[src/rtl/display_scan.sv]
// Time-multiplexed scan driver for a bicolor 8x8 LED matrix and an 8-digit 7-segment display.
// Optional macro SCAN_DIM_EN adds a 3-bit brightness input that gates the drive window.
module display_scan #(
  parameter int unsigned CLK_HZ    = 50_000_000,
  parameter int unsigned FRAME_HZ  = 1000,
  parameter int unsigned BLANK_CYC = 64
) (
  input  logic         clk,
  input  logic         rst,
  input  logic [127:0] matrixData,
  input  logic [31:0]  numbersData,
`ifdef SCAN_DIM_EN
  input  logic [2:0]   bright,
`endif
  output logic [7:0]   row_n,
  output logic [7:0]   col_r,
  output logic [7:0]   col_g,
  output logic [7:0]   dig_n,
  output logic [7:0]   seg,
  output logic         frame_start
);

  localparam int unsigned DIV = CLK_HZ / (FRAME_HZ * 8);
  localparam int unsigned CW  = ($clog2(DIV) < 3) ? 3 : $clog2(DIV);

  typedef enum logic {ST_BLANK, ST_DRIVE} state_e;
  localparam state_e RST_STATE = (BLANK_CYC == 0) ? ST_DRIVE : ST_BLANK;

  state_e         state_q, state_d;
  logic [CW-1:0]  cnt_q, cnt_d;
  logic [2:0]     idx_q, idx_d;
  logic [127:0]   shadow_m_q, shadow_m_d;
  logic [31:0]    shadow_n_q, shadow_n_d;
  logic [7:0]     row_n_d, col_r_d, col_g_d, dig_n_d, seg_d;
  logic           frame_start_d;
  logic           latch_c;
  logic           dim_ok_c;
  logic [15:0]    row_bits_c;
  logic [3:0]     nib_c;
`ifdef SCAN_DIM_EN
  logic [2:0]     shadow_b_q, shadow_b_d;
`endif

  function automatic logic [7:0] hex2seg(input logic [3:0] h);
    case (h)
      4'h0: hex2seg = 8'h3F;
      4'h1: hex2seg = 8'h06;
      4'h2: hex2seg = 8'h5B;
      4'h3: hex2seg = 8'h4F;
      4'h4: hex2seg = 8'h66;
      4'h5: hex2seg = 8'h6D;
      4'h6: hex2seg = 8'h7D;
      4'h7: hex2seg = 8'h07;
      4'h8: hex2seg = 8'h7F;
      4'h9: hex2seg = 8'h6F;
      4'hA: hex2seg = 8'h77;
      4'hB: hex2seg = 8'h7C;
      4'hC: hex2seg = 8'h39;
      4'hD: hex2seg = 8'h5E;
      4'hE: hex2seg = 8'h79;
      default: hex2seg = 8'h00;
    endcase
  endfunction

  // Slot counter and row/digit index; frames latch at the start of slot 0.
  always_comb begin
    cnt_d = cnt_q + CW'(1);
    idx_d = idx_q;
    if (cnt_q == CW'(DIV - 1)) begin
      cnt_d = '0;
      idx_d = idx_q + 3'd1;
    end
    latch_c       = (cnt_q == '0) && (idx_q == 3'd0);
    frame_start_d = latch_c;
    shadow_m_d    = latch_c ? matrixData  : shadow_m_q;
    shadow_n_d    = latch_c ? numbersData : shadow_n_q;
  end

`ifdef SCAN_DIM_EN
  assign shadow_b_d = latch_c ? bright : shadow_b_q;
  assign dim_ok_c   = (cnt_q[2:0] <= shadow_b_q);
`else
  assign dim_ok_c   = 1'b1;
`endif

  assign row_bits_c = shadow_m_q[{idx_q, 4'b0000} +: 16];
  assign nib_c      = shadow_n_q[{idx_q, 2'b00} +: 4];

  // BLANK/DRIVE phase tracks cnt; outputs are blank unless driving.
  always_comb begin
    state_d = (cnt_d >= CW'(BLANK_CYC)) ? ST_DRIVE : ST_BLANK;
    row_n_d = 8'hFF;
    dig_n_d = 8'hFF;
    col_r_d = 8'h00;
    col_g_d = 8'h00;
    seg_d   = 8'h00;
    if (state_q == ST_DRIVE && dim_ok_c) begin
      row_n_d = ~(8'd1 << idx_q);
      dig_n_d = ~(8'd1 << idx_q);
      seg_d   = hex2seg(nib_c);
      for (int c = 0; c < 8; c++) begin
        col_r_d[c] = row_bits_c[2*c+1];
        col_g_d[c] = row_bits_c[2*c];
      end
    end
  end

  always_ff @(posedge clk) begin
    if (rst) begin
      state_q     <= RST_STATE;
      cnt_q       <= '0;
      idx_q       <= 3'd0;
      shadow_m_q  <= '0;
      shadow_n_q  <= 32'hFFFF_FFFF;
      row_n       <= 8'hFF;
      dig_n       <= 8'hFF;
      col_r       <= 8'h00;
      col_g       <= 8'h00;
      seg         <= 8'h00;
      frame_start <= 1'b0;
`ifdef SCAN_DIM_EN
      shadow_b_q  <= 3'd0;
`endif
    end else begin
      state_q     <= state_d;
      cnt_q       <= cnt_d;
      idx_q       <= idx_d;
      shadow_m_q  <= shadow_m_d;
      shadow_n_q  <= shadow_n_d;
      row_n       <= row_n_d;
      dig_n       <= dig_n_d;
      col_r       <= col_r_d;
      col_g       <= col_g_d;
      seg         <= seg_d;
      frame_start <= frame_start_d;
`ifdef SCAN_DIM_EN
      shadow_b_q  <= shadow_b_d;
`endif
    end
  end

endmodule
[config.mk]
export PLATFORM = sky130hd
export DESIGN_NAME = display_scan
export DESIGN_NICKNAME = d
export VERILOG_FILES = /design/src/rtl/display_scan.sv
export SDC_FILE = /design/constraint.sdc
export NUM_CORES = 1
export LEC_CHECK = 0
export BUFFER_PORTS_ARGS = -buffer_cell sky130_fd_sc_hd__clkbuf_2
export CAP_MARGIN = 20
export CELL_PAD_IN_SITES_DETAIL_PLACEMENT = 1
export CELL_PAD_IN_SITES_GLOBAL_PLACEMENT = 1
export CORE_UTILIZATION = 35
export DETAILED_ROUTE_END_ITERATION = 10
export PLACE_DENSITY = 0.82
export RECOVER_POWER = 25
export SKIP_LAST_GASP = 1
export SLEW_MARGIN = 20
export SYNTH_ARGS = -nofsm -noshare
export SYNTH_HDL_FRONTEND = slang
export SYNTH_SLANG_ARGS = --single-unit
export TNS_END_PERCENT = 1
[constraint.sdc]
create_clock -name clk -period 2.4 [get_ports clk]
set_clock_uncertainty 0.15 [all_clocks]
set_input_delay 0.48 -clock clk [delete_from_list [all_inputs] [get_ports clk]]
set_output_delay 0.48 -clock clk [all_outputs]
set_load 0.01 [all_outputs]
==> flow_metrics.tcl, run 1 <==
set metrics [dict create \
    yosys_warnings 0 \
    dp.final_hpwl_mm 18.05 \
    start_util_pct 35.84 \
    ys_ff_latch 209 \
    hold_viol_final 0 \
    dieHeight_microns 160.3 \
    cts_sinks 209 \
    clk_latency_ps 520 \
    met2_usage_pct 36.58 \
    via_per_inst 4.979 \
    fin_setup_tns_ps 0 \
    cp_max_fo 10 \
    routed_wl_mm 25.87 \
    cp_slowest_cell "mux4_2" \
    met3_usage_pct 4.701 \
    synth_top_area_share_pct 47.72 \
    outcome "complete, no violations" \
    ys_seq_area_share_pct 47.72 \
    start_kind "flop" \
    place_congestion 0.8622 \
    post-route-period-util_pct 96.97 \
    core-area_sq_mm 0.02446 \
    fin_ws_ps 72.74 \
    timing.critical_path.required_ps 2640 \
    cts_tree "built" \
    cts_made_buffers 24 \
    worstPathCellList "mux4_2, mux2i_4, ha_1, or2b_1, a21oi_1, a211oi_1" \
    drtPass1Iterations 4 \
    fin_nets 1353 \
    yosys.area.top_type "dfxtp_1" \
    synth_edf_count 0 \
    rsz0062_at_grt "true" \
    grt.busiest_layer "met2" \
    avgSynthCellArea_sq_um 8.689 \
    htree_levels 1 \
    antenna_left 0 \
    dieArea_sq_mm 0.02569 \
    period_minus_slack_ps 2327 \
    relSlewSlack_pct 57.78 \
    critPathKind "flop to flop" \
    syn_area_sq_mm 0.008767 \
    drive_gt1_share_pct 26.36 \
    finalSetupViolCount 0 \
    maxCapViolCount 0 \
    p_leak_nw 4.500 \
    power.density_mw_per_mm2 808.1 \
    antenna_found_initial 2 \
    grt_pass1_wl_mm 41.66 \
    grt_pass1_vias 7919 \
    ys.flop_type "dfxtp_1" \
    cp_slowest_stage_delay_ps 570 \
    nFillCells 2914 \
    yosys.cell_types.count 43 \
    p_total_mw 8.764 \
    grt-ovfl-total 0 \
    num_rows 57 \
    cts.clk_slew.worst_paths_ps 60 \
    synthCells 1009 \
    io_pins 203 \
    cp.arrival_ps 2570 \
    max_freq_ghz 0.4297 \
    wl_per_cell_microns 17.06 \
    synthTopCellsByArea "dfxtp_1 (48%), nand2_1 (16%), mux4_2 (9.5%)" \
    async_reset_ff_share_pct 0 \
    pre_cts_ws_ps 19.91 \
    clockBufferDepth 3 \
    via_count 7548 \
    io_buffers 201 \
    die_w_microns 160.3 \
    cp-end-kind "flop" \
    grt_start_max_net_pins 105 \
    synthToLayoutAreaGrowth_pct 23.70 \
    drcViolationCount 0 \
    synth_nets 1187 \
    hold_path_class "input port to flop" \
    grtUsageMet1_pct 23.86 \
    ir_drop_mv 0.4595 \
    slew_violations 0 \
    drt-initial-drc-count 399 \
    cts_root_buf "clkbuf_16" \
    grt_usage_pct 20.39 \
    worst_pin_slew_ps 633.3 \
]
==> power by group <==
group	internal (mW)	switching, mW
Clock	2.18	1.47
Sequential	3.76	0.153
Combinational	0.505	0.707
Total	6.44	2.33
==> cell usage in the layout (no fill, tap or decap), types with 2 or more instances in the layout <==
| master | instances |
|---|---|
| a211oi_1 | 4 |
| a211oi_2 | 3 |
| a21oi_1 | 145 |
| and3_1 | 3 |
| buf_12 | 6 |
| buf_4 | 16 |
| bufinv_16 | 2 |
| clkbuf_1 | 8 |
| clkbuf_16 | 24 |
| clkbuf_2 | 200 |
| clkbuf_8 | 4 |
| clkinv_2 | 4 |
| dfxtp_1 | 207 |
| ha_1 | 15 |
| inv_1 | 10 |
| mux2_1 | 3 |
| mux2_2 | 5 |
| mux2i_1 | 6 |
| mux4_2 | 37 |
| nand2_1 | 366 |
| nand2b_1 | 3 |
| nand3_1 | 11 |
| nand3b_1 | 33 |
| nand4_1 | 5 |
| nor2_1 | 24 |
| nor3_1 | 2 |
| nor4b_1 | 2 |
| o21ai_0 | 2 |
| o22ai_1 | 2 |
| xnor2_1 | 8 |
| xor2_1 | 6 |
==> stage by stage <==
stage                     utilization, %  cell area, sq um  hold WS, ps  cells
after floorplan                        -              8805        280.1   1009
after global placement             41.00             10030        288.5   1471
after detailed placement           41.00             10030        295.8   1471
after CTS                          44.24             10820        2.412   1514
after global routing               44.33             10840        13.19   1515
final                              44.34             10850        23.50   1516
==> final timing paths <==
check,slack (ps),from,endpoint,cells past startpoint
worst min register to register,300,shadow_m_q[81]$_SDFFE_PP0P_,shadow_m_q[81]$_SDFFE_PP0P_,2
worst max-delay path,70,idx_q[0]$_SDFFE_PP0N_,seg[6]$_SDFF_PP0_,6
worst max register to register,70,idx_q[0]$_SDFFE_PP0N_,seg[6]$_SDFF_PP0_,6
worst min-delay path,20,matrixData[7],shadow_m_q[7]$_SDFFE_PP0P_,3
==> worst max-delay path, delay by kind of cell, from the launching register on <==
kind            cells  cell delay (ps)
compound gates      2              210
fa+ha+maj           1              330
flops               1              450
mux                 2              800
simple gates        1              270
==> per-layer routing <==
metal	vias to the layer above	wire length, microns
li1	3678	-
met1	3622	10610
met2	196	12960
met3	50	1507
met4	2	770
met5	-	13
==> Yosys cell counts, types with 3 or more instances <==
master and number:
buf_4 10, nor2_1 24, a21oi_1 145, clkbuf_1 44, mux2i_1 7, ha_1 16, a211oi_1 4, xor2_1 6
buf_2 27, xnor2_1 8, mux2_1 3, inv_1 10, nand3b_1 33, mux4_2 37, nand2_1 366, nand2b_1 3
mux2_2 5, nor4b_1 3, dfxtp_1 209, and3_1 3, a211oi_2 3, nand4_1 5, nand3_1 11
==> area by class of cell <==
cell class / count / area [sq um] / area share, %
inverters: 10 / 37.54 / 0.3461
flip-flops and latches: 209 / 4189 / 38.62
clock inverters: 7 / 96.34 / 0.8883
clock buffers: 35 / 681.9 / 6.287
multi-input cells: 705 / 4167 / 38.42
repair buffers: 225 / 1266 / 11.68
diodes: 1 / 2.502 / 0.02307
well taps: 324 / 405.4 / 3.738
==> registers in the layout, indices dropped and copies added, names as in the netlist <==
signal	flops
shadow_n_q	32
idx_q	3
shadow_m_q	128
seg	7
frame_start	1
col_r	8
dig_n	8
cnt_q	13
state_q	1
col_g	8
==> timing repair <==
item                                   4_1_cts  5_1_grt
hold buffers                                 1        0
gates resized for setup                      1        1
setup endpoints to repair                    1       63
setup buffers                                0        1
endpoints found under the hold margin        1        0
==> logic make-up (layout without fill, tap and decap cells) <==
| logic type | count (synthesis) | count (layout) | share of synthesized area [%] |
|---|---|---|---|
| compound gates | 159 | 159 | 9.648 |
| xor+xnor | 14 | 14 | 1.399 |
| fa+ha+maj | 16 | 16 | 2.283 |
| buf+inv | 95 | 277 | 5.052 |
| flops | 209 | 209 | 47.72 |
| mux | 52 | 52 | 11.33 |
| other cells | 1 | 2 | 0.04277 |
| simple gates | 463 | 463 | 22.52 |
(Power assumes the default switching activity.)
==> run 2: changes to the inputs <==
Settings changed: MAX_ROUTING_LAYER from default to met4.
==> run 2 against run 1 <==
Effect of this change: total power about the same; fmax grew 0.14%; register-to-register slack barely moved; wire length grew 0.15%; final cell count is essentially flat; core utilization about the same; flip-flop and latch count stayed put; final area is essentially flat; worst hold slack improved by 1.4 ps; non-clock buffer count unchanged; largest cell class unchanged; highest routed layer is now met4.
==> flow_metrics.tcl, run 2 (synthesis results as in run 1) <==
set metrics [dict create \
    outcome "complete, no violations" \
    place_congestion 0.8761 \
    start_util_pct 35.84 \
    top_regs "shadow_m_q: 128 flops, shadow_n_q: 32 flops, cnt_q: 13 flops" \
    grt_pass1_vias 7916 \
    die_w_microns 160.3 \
    grt-ovfl-total 0 \
    post-route-period-util_pct 96.83 \
    io_pins 203 \
    clockBufferDepth 3 \
    fin_setup_tns_ps 0 \
    maxCapViolCount 0 \
    rsz0062_at_grt "true" \
    drive_gt1_share_pct 26.36 \
    ir_drop_mv 0.4560 \
    wl_per_cell_microns 17.08 \
    cp_slowest_stage_delay_ps 570 \
    worstPathCellList "mux4_2, mux2i_4, ha_1, or2b_1, a21oi_1, a211oi_1" \
    layout_commonest_cell "nand2_1" \
    p_leak_nw 4.500 \
    cts_root_buf "clkbuf_16" \
    drtPass1Iterations 6 \
    max_freq_ghz 0.4303 \
    grt_start_max_net_pins 105 \
    final_area_sq_mm 0.01085 \
    r2r_cells 6 \
    num_rows 57 \
    final_cell_mix "nand2_1 (366), dfxtp_1 (207), clkbuf_2 (200)" \
    htree_levels 1 \
    io_buffers 201 \
    timing.critical_path.required_ps 2650 \
    cp.arrival_ps 2570 \
    drcViolationCount 0 \
    critPathKind "flop to flop" \
    via_count 7541 \
    cts_tree "built" \
    min-delay-start "matrixData[7]" \
    r2r_end "seg[6]$_SDFF_PP0_" \
    min_path_cells 3 \
    top_register "shadow_m_q" \
    core-area_sq_mm 0.02446 \
    pre_cts_ws_ps 19.91 \
    via_per_inst 4.971 \
    reg2reg_from "idx_q[0]$_SDFFE_PP0N_" \
    cp_slowest_cell "mux4_2" \
    hold_path_class "input port to flop" \
    antenna_found_initial 2 \
    dieArea_sq_mm 0.02569 \
    slew_violations 0 \
    fin_nets 1353 \
    fin_ws_ps 76.03 \
    crit_start "idx_q[0]$_SDFFE_PP0N_" \
    largest_reg_flops 128 \
    worst_pin_slew_ps 628.3 \
    start_kind "flop" \
    cts_sinks 209 \
    synthToLayoutAreaGrowth_pct 23.73 \
    cp-end-kind "flop" \
    nFillCells 2917 \
    finalSetupViolCount 0 \
    holdPathEnd "shadow_m_q[7]$_SDFFE_PP0P_" \
    grt_usage_pct 21.04 \
    hold_viol_final 0 \
    dpl_cell_area_sq_mm 0.01003 \
    ff2ff_setup_slack_ps 80 \
    dieHeight_microns 160.3 \
    cp_max_fo 10 \
    cts_made_buffers 24 \
    power.density_mw_per_mm2 808.1 \
    clk_latency_ps 520 \
    grt_pass1_wl_mm 41.68 \
    dp.final_hpwl_mm 18.05 \
    antenna_left 0 \
    fin_util_pct 44.35 \
    drt-initial-drc-count 389 \
    routed_wl_mm 25.91 \
    period_minus_slack_ps 2324 \
    cts.clk_slew.worst_paths_ps 60 \
    relSlewSlack_pct 58.12 \
]
## run 2: cell types whose count changed in the layout (fill, tap and decap cells not counted)
cell / delta
diode_2: +1
## run 2: final cells by class
class | instances | area (sq um) | area share, %
sequential | 209 | 4189 | 38.62
multi-input combinational | 705 | 4167 | 38.41
timing repair buffer | 225 | 1266 | 11.67
clock buffer | 35 | 681.9 | 6.286
tap | 324 | 405.4 | 3.737
clock inverter | 7 | 96.34 | 0.8881
inverter | 10 | 37.54 | 0.3460
antenna | 2 | 5.005 | 0.04614
## run 2: report_power, final
part / internal [mW] / switching [mW]
sequential: 3.76 / 0.154
combinational: 0.504 / 0.707
clock: 2.18 / 1.47
## run 2: critical path: cells and delay by family, from the launching register on
kind | cells | cell delay (ps)
AOI/OAI and AO/OA | 2 | 210
adders and majority gates | 1 | 330
DFF | 1 | 450
muxes | 2 | 800
and+or+nand+nor | 1 | 260
## run 2: how the worst max path moves through the flow
stage / end / slack, ps / cells after the start
after global placement: shadow_m_q[123]$_SDFFE_PP0P_ / 120 / 8
after global routing: seg[6]$_SDFF_PP0_ / -30 / 6
after detailed placement: shadow_m_q[4]$_SDFFE_PP0P_ / 20 / 8
after CTS: shadow_m_q[4]$_SDFFE_PP0P_ / 5 / 8
final: seg[6]$_SDFF_PP0_ / 80 / 6
after floorplan: shadow_m_q[100]$_SDFFE_PP0P_ / -10 / 11
## run 2: what timing repair did
item                                    4_1_cts  5_1_grt
endpoints found under the hold margin         1        0
endpoints found under the setup margin        1       65
hold buffers                                  1        0
buffers inserted                              0        1
gates resized for setup                       1        1
## run 2: per-stage QoR
step,hold slack (ps),instances,power [mW]
after floorplan,280.1,1009,4.764
after global placement,288.5,1471,5.131
after detailed placement,295.8,1471,5.196
after CTS,2.412,1514,8.870
after global routing,13.07,1517,9.201
final,24.94,1517,8.766
## run 2: layer usage
metal,vias up,share of wire [%],wire [microns],GRT usage [%]
met5,-,0,0,-
met1,3614,41,10620,24.01
met2,196,50,12990,36.54
met3,53,5.9,1520,4.675
met4,0,3.0,782,6.494
li1,3678,-,-,-
==> run 3: changes to the inputs <==
Settings changed: CTS_BUF_LIST from default to sky130_fd_sc_hd__clkbuf_8, PLACE_DENSITY 0.82 to 0.85.
==> run 3 against run 2 <==
Effect of this change: worst hold slack improved by 3.3 ps; die area did not move; critical path depth stayed put; total power about the same; wire length grew 11%; flip-flop and latch count is the same; clock power down 5%; largest power group unchanged.
==> flow_metrics.tcl, run 3 (synthesis results as in run 1) <==
set metrics [dict create \
    outcome "complete, no violations" \
    fin_util_pct 47.05 \
    ir_drop_mv 0.4109 \
    hold_viol_final 0 \
    via_count 8058 \
    fin_nets 1438 \
    path_buf_inv 1 \
    whs_ps 28.22 \
    cp-end-kind "flop" \
    antenna_found_initial 3 \
    grt_pass1_wl_mm 44.94 \
    grt_pass1_vias 8726 \
    start_util_pct 35.84 \
    grt_start_max_net_pins 97 \
    grt-ovfl-total 0 \
    rsz0062_at_grt "true" \
    hold_path_class "input port to flop" \
    core-area_sq_mm 0.02446 \
    power_frac_comb_pct 15.7 \
    finalSetupViolCount 0 \
    cts_made_buffers 39 \
    drt-initial-drc-count 399 \
    antenna_left 0 \
    io_pins 203 \
    cts_sinks 209 \
    clockBufferDepth 3 \
    seq_power_share_pct 44.7 \
    die_w_microns 160.3 \
    clk_latency_ps 550 \
    top_register "shadow_m_q" \
    final_cell_mix "nand2_1 (366), dfxtp_1 (207), clkbuf_2 (160)" \
    start_kind "flop" \
    intPower_mw 6.307 \
    multi_input_area_sq_mm 0.004160 \
    largest_reg_flops 128 \
    netSwitchingPower_mw 2.451 \
    routed_wl_mm 28.63 \
    cts_tree "built" \
    io_buffers 201 \
    min-delay-start "numbersData[11]" \
    cts_root_buf "clkbuf_8" \
    worst_pin_slew_ps 698.0 \
    synthToLayoutAreaGrowth_pct 31.28 \
    grt_usage_pct 22.89 \
    regArea_sq_mm 0.004189 \
    cp.arrival_ps 2660 \
    dieArea_sq_mm 0.02569 \
    power.density_mw_per_mm2 760.9 \
    crit_start "idx_q[0]$_SDFFE_PP0N_" \
    cpLargestDelayFamily "multiplexers" \
    layout_commonest_cell "nand2_1" \
    via_per_inst 5.002 \
    p_leak_nw 4.730 \
    nFillCells 2920 \
    p_sw_share_pct 27.98 \
    drive_gt1_share_pct 23.15 \
    max_freq_ghz 0.4198 \
    period_minus_slack_ps 2382 \
    post-route-period-util_pct 99.25 \
    p_clk_share_pct 39.6 \
    dieHeight_microns 160.3 \
    cp_slowest_cell "mux4_2" \
    cp_slowest_stage_delay_ps 560 \
    cp_max_fo 9 \
    cts.clk_slew.worst_paths_ps 60 \
    drcViolationCount 0 \
    relSlewSlack_pct 53.46 \
    slew_violations 0 \
    drtPass1Iterations 5 \
    reg2reg_from "idx_q[0]$_SDFFE_PP0N_" \
    timing.critical_path.required_ps 2680 \
    worstPathCellList "mux4_2, mux2i_4, inv_1, ha_2, mux2_2, a211oi_1" \
    num_rows 57 \
    top_regs "shadow_m_q: 128 flops, shadow_n_q: 32 flops, cnt_q: 13 flops" \
    dp.final_hpwl_mm 18.15 \
    htree_levels 2 \
    critPathKind "flop to flop" \
    maxCapViolCount 0 \
    place_congestion 0.9212 \
    wl_per_cell_microns 17.77 \
]
## run 3: cell type report
cell class / instances / area share (%)
Sequential cell: 209 / 36.40
Multi-Input combinational cell: 705 / 36.15
Timing Repair Buffer: 295 / 16.82
Clock buffer: 49 / 5.859
Tap cell: 324 / 3.522
Clock inverter: 15 / 0.8479
Inverter: 10 / 0.3261
Antenna cell: 4 / 0.08697
## run 3: metal layers
| layer | global-route usage (%) | share of wire (%) | vias up |
|---|---|---|---|
| met4 | 10.00 | 3.2 | 0 |
| met1 | 24.49 | 40 | 3884 |
| li1 | - | - | 3861 |
| met3 | 4.909 | 5.3 | 64 |
| met2 | 40.53 | 52 | 249 |
| met5 | - | 0 | - |
## run 3: path summary, 6_finish.rpt
kind	depth (start not counted)	endpoint	slack, ps
hold / removal	3	shadow_n_q[11]$_SDFFE_PP1P_	30
setup / recovery	6	seg[4]$_SDFF_PP0_	20
setup reg to reg	6	seg[4]$_SDFF_PP0_	20
hold reg to reg	2	shadow_m_q[35]$_SDFFE_PP0P_	300
## run 3: through the flow
step,setup WS (ps),cell area (sq um),cells,TNS [ps],power (mW)
after global placement,102.4,10050,1469,0,5.152
after CTS,41.17,11490,1600,0,8.788
after floorplan,-12.12,8805,1009,-1096,4.764
after detailed placement,-20.86,10050,1469,-20.86,5.224
after global routing,-51.05,11510,1610,-140.5,9.202
final,17.98,11510,1611,0,8.758
## run 3: worst min-delay path, stage by stage
cell and delay, ps:
clkbuf_2 80, nand2_1 40, nand3b_1 70
## run 3: power by group through the flow
stage / Combinational [mW] / Sequential [mW] / Clock [mW]
after floorplan: 0.840 / 3.92 / 0
after global placement: 1.19 / 3.96 / 0
after detailed placement: 1.24 / 3.98 / 0
after CTS: 1.33 / 3.91 / 3.54
after global routing: 1.51 / 3.94 / 3.75
final: 1.37 / 3.91 / 3.47
## run 3: timing repair
action | CTS | global route
gates resized for setup | 1 | 0
setup endpoints to repair | 3 | 3
endpoints found under the hold margin | 66 | 1
hold buffers | 66 | 1
buffers inserted | 1 | 6
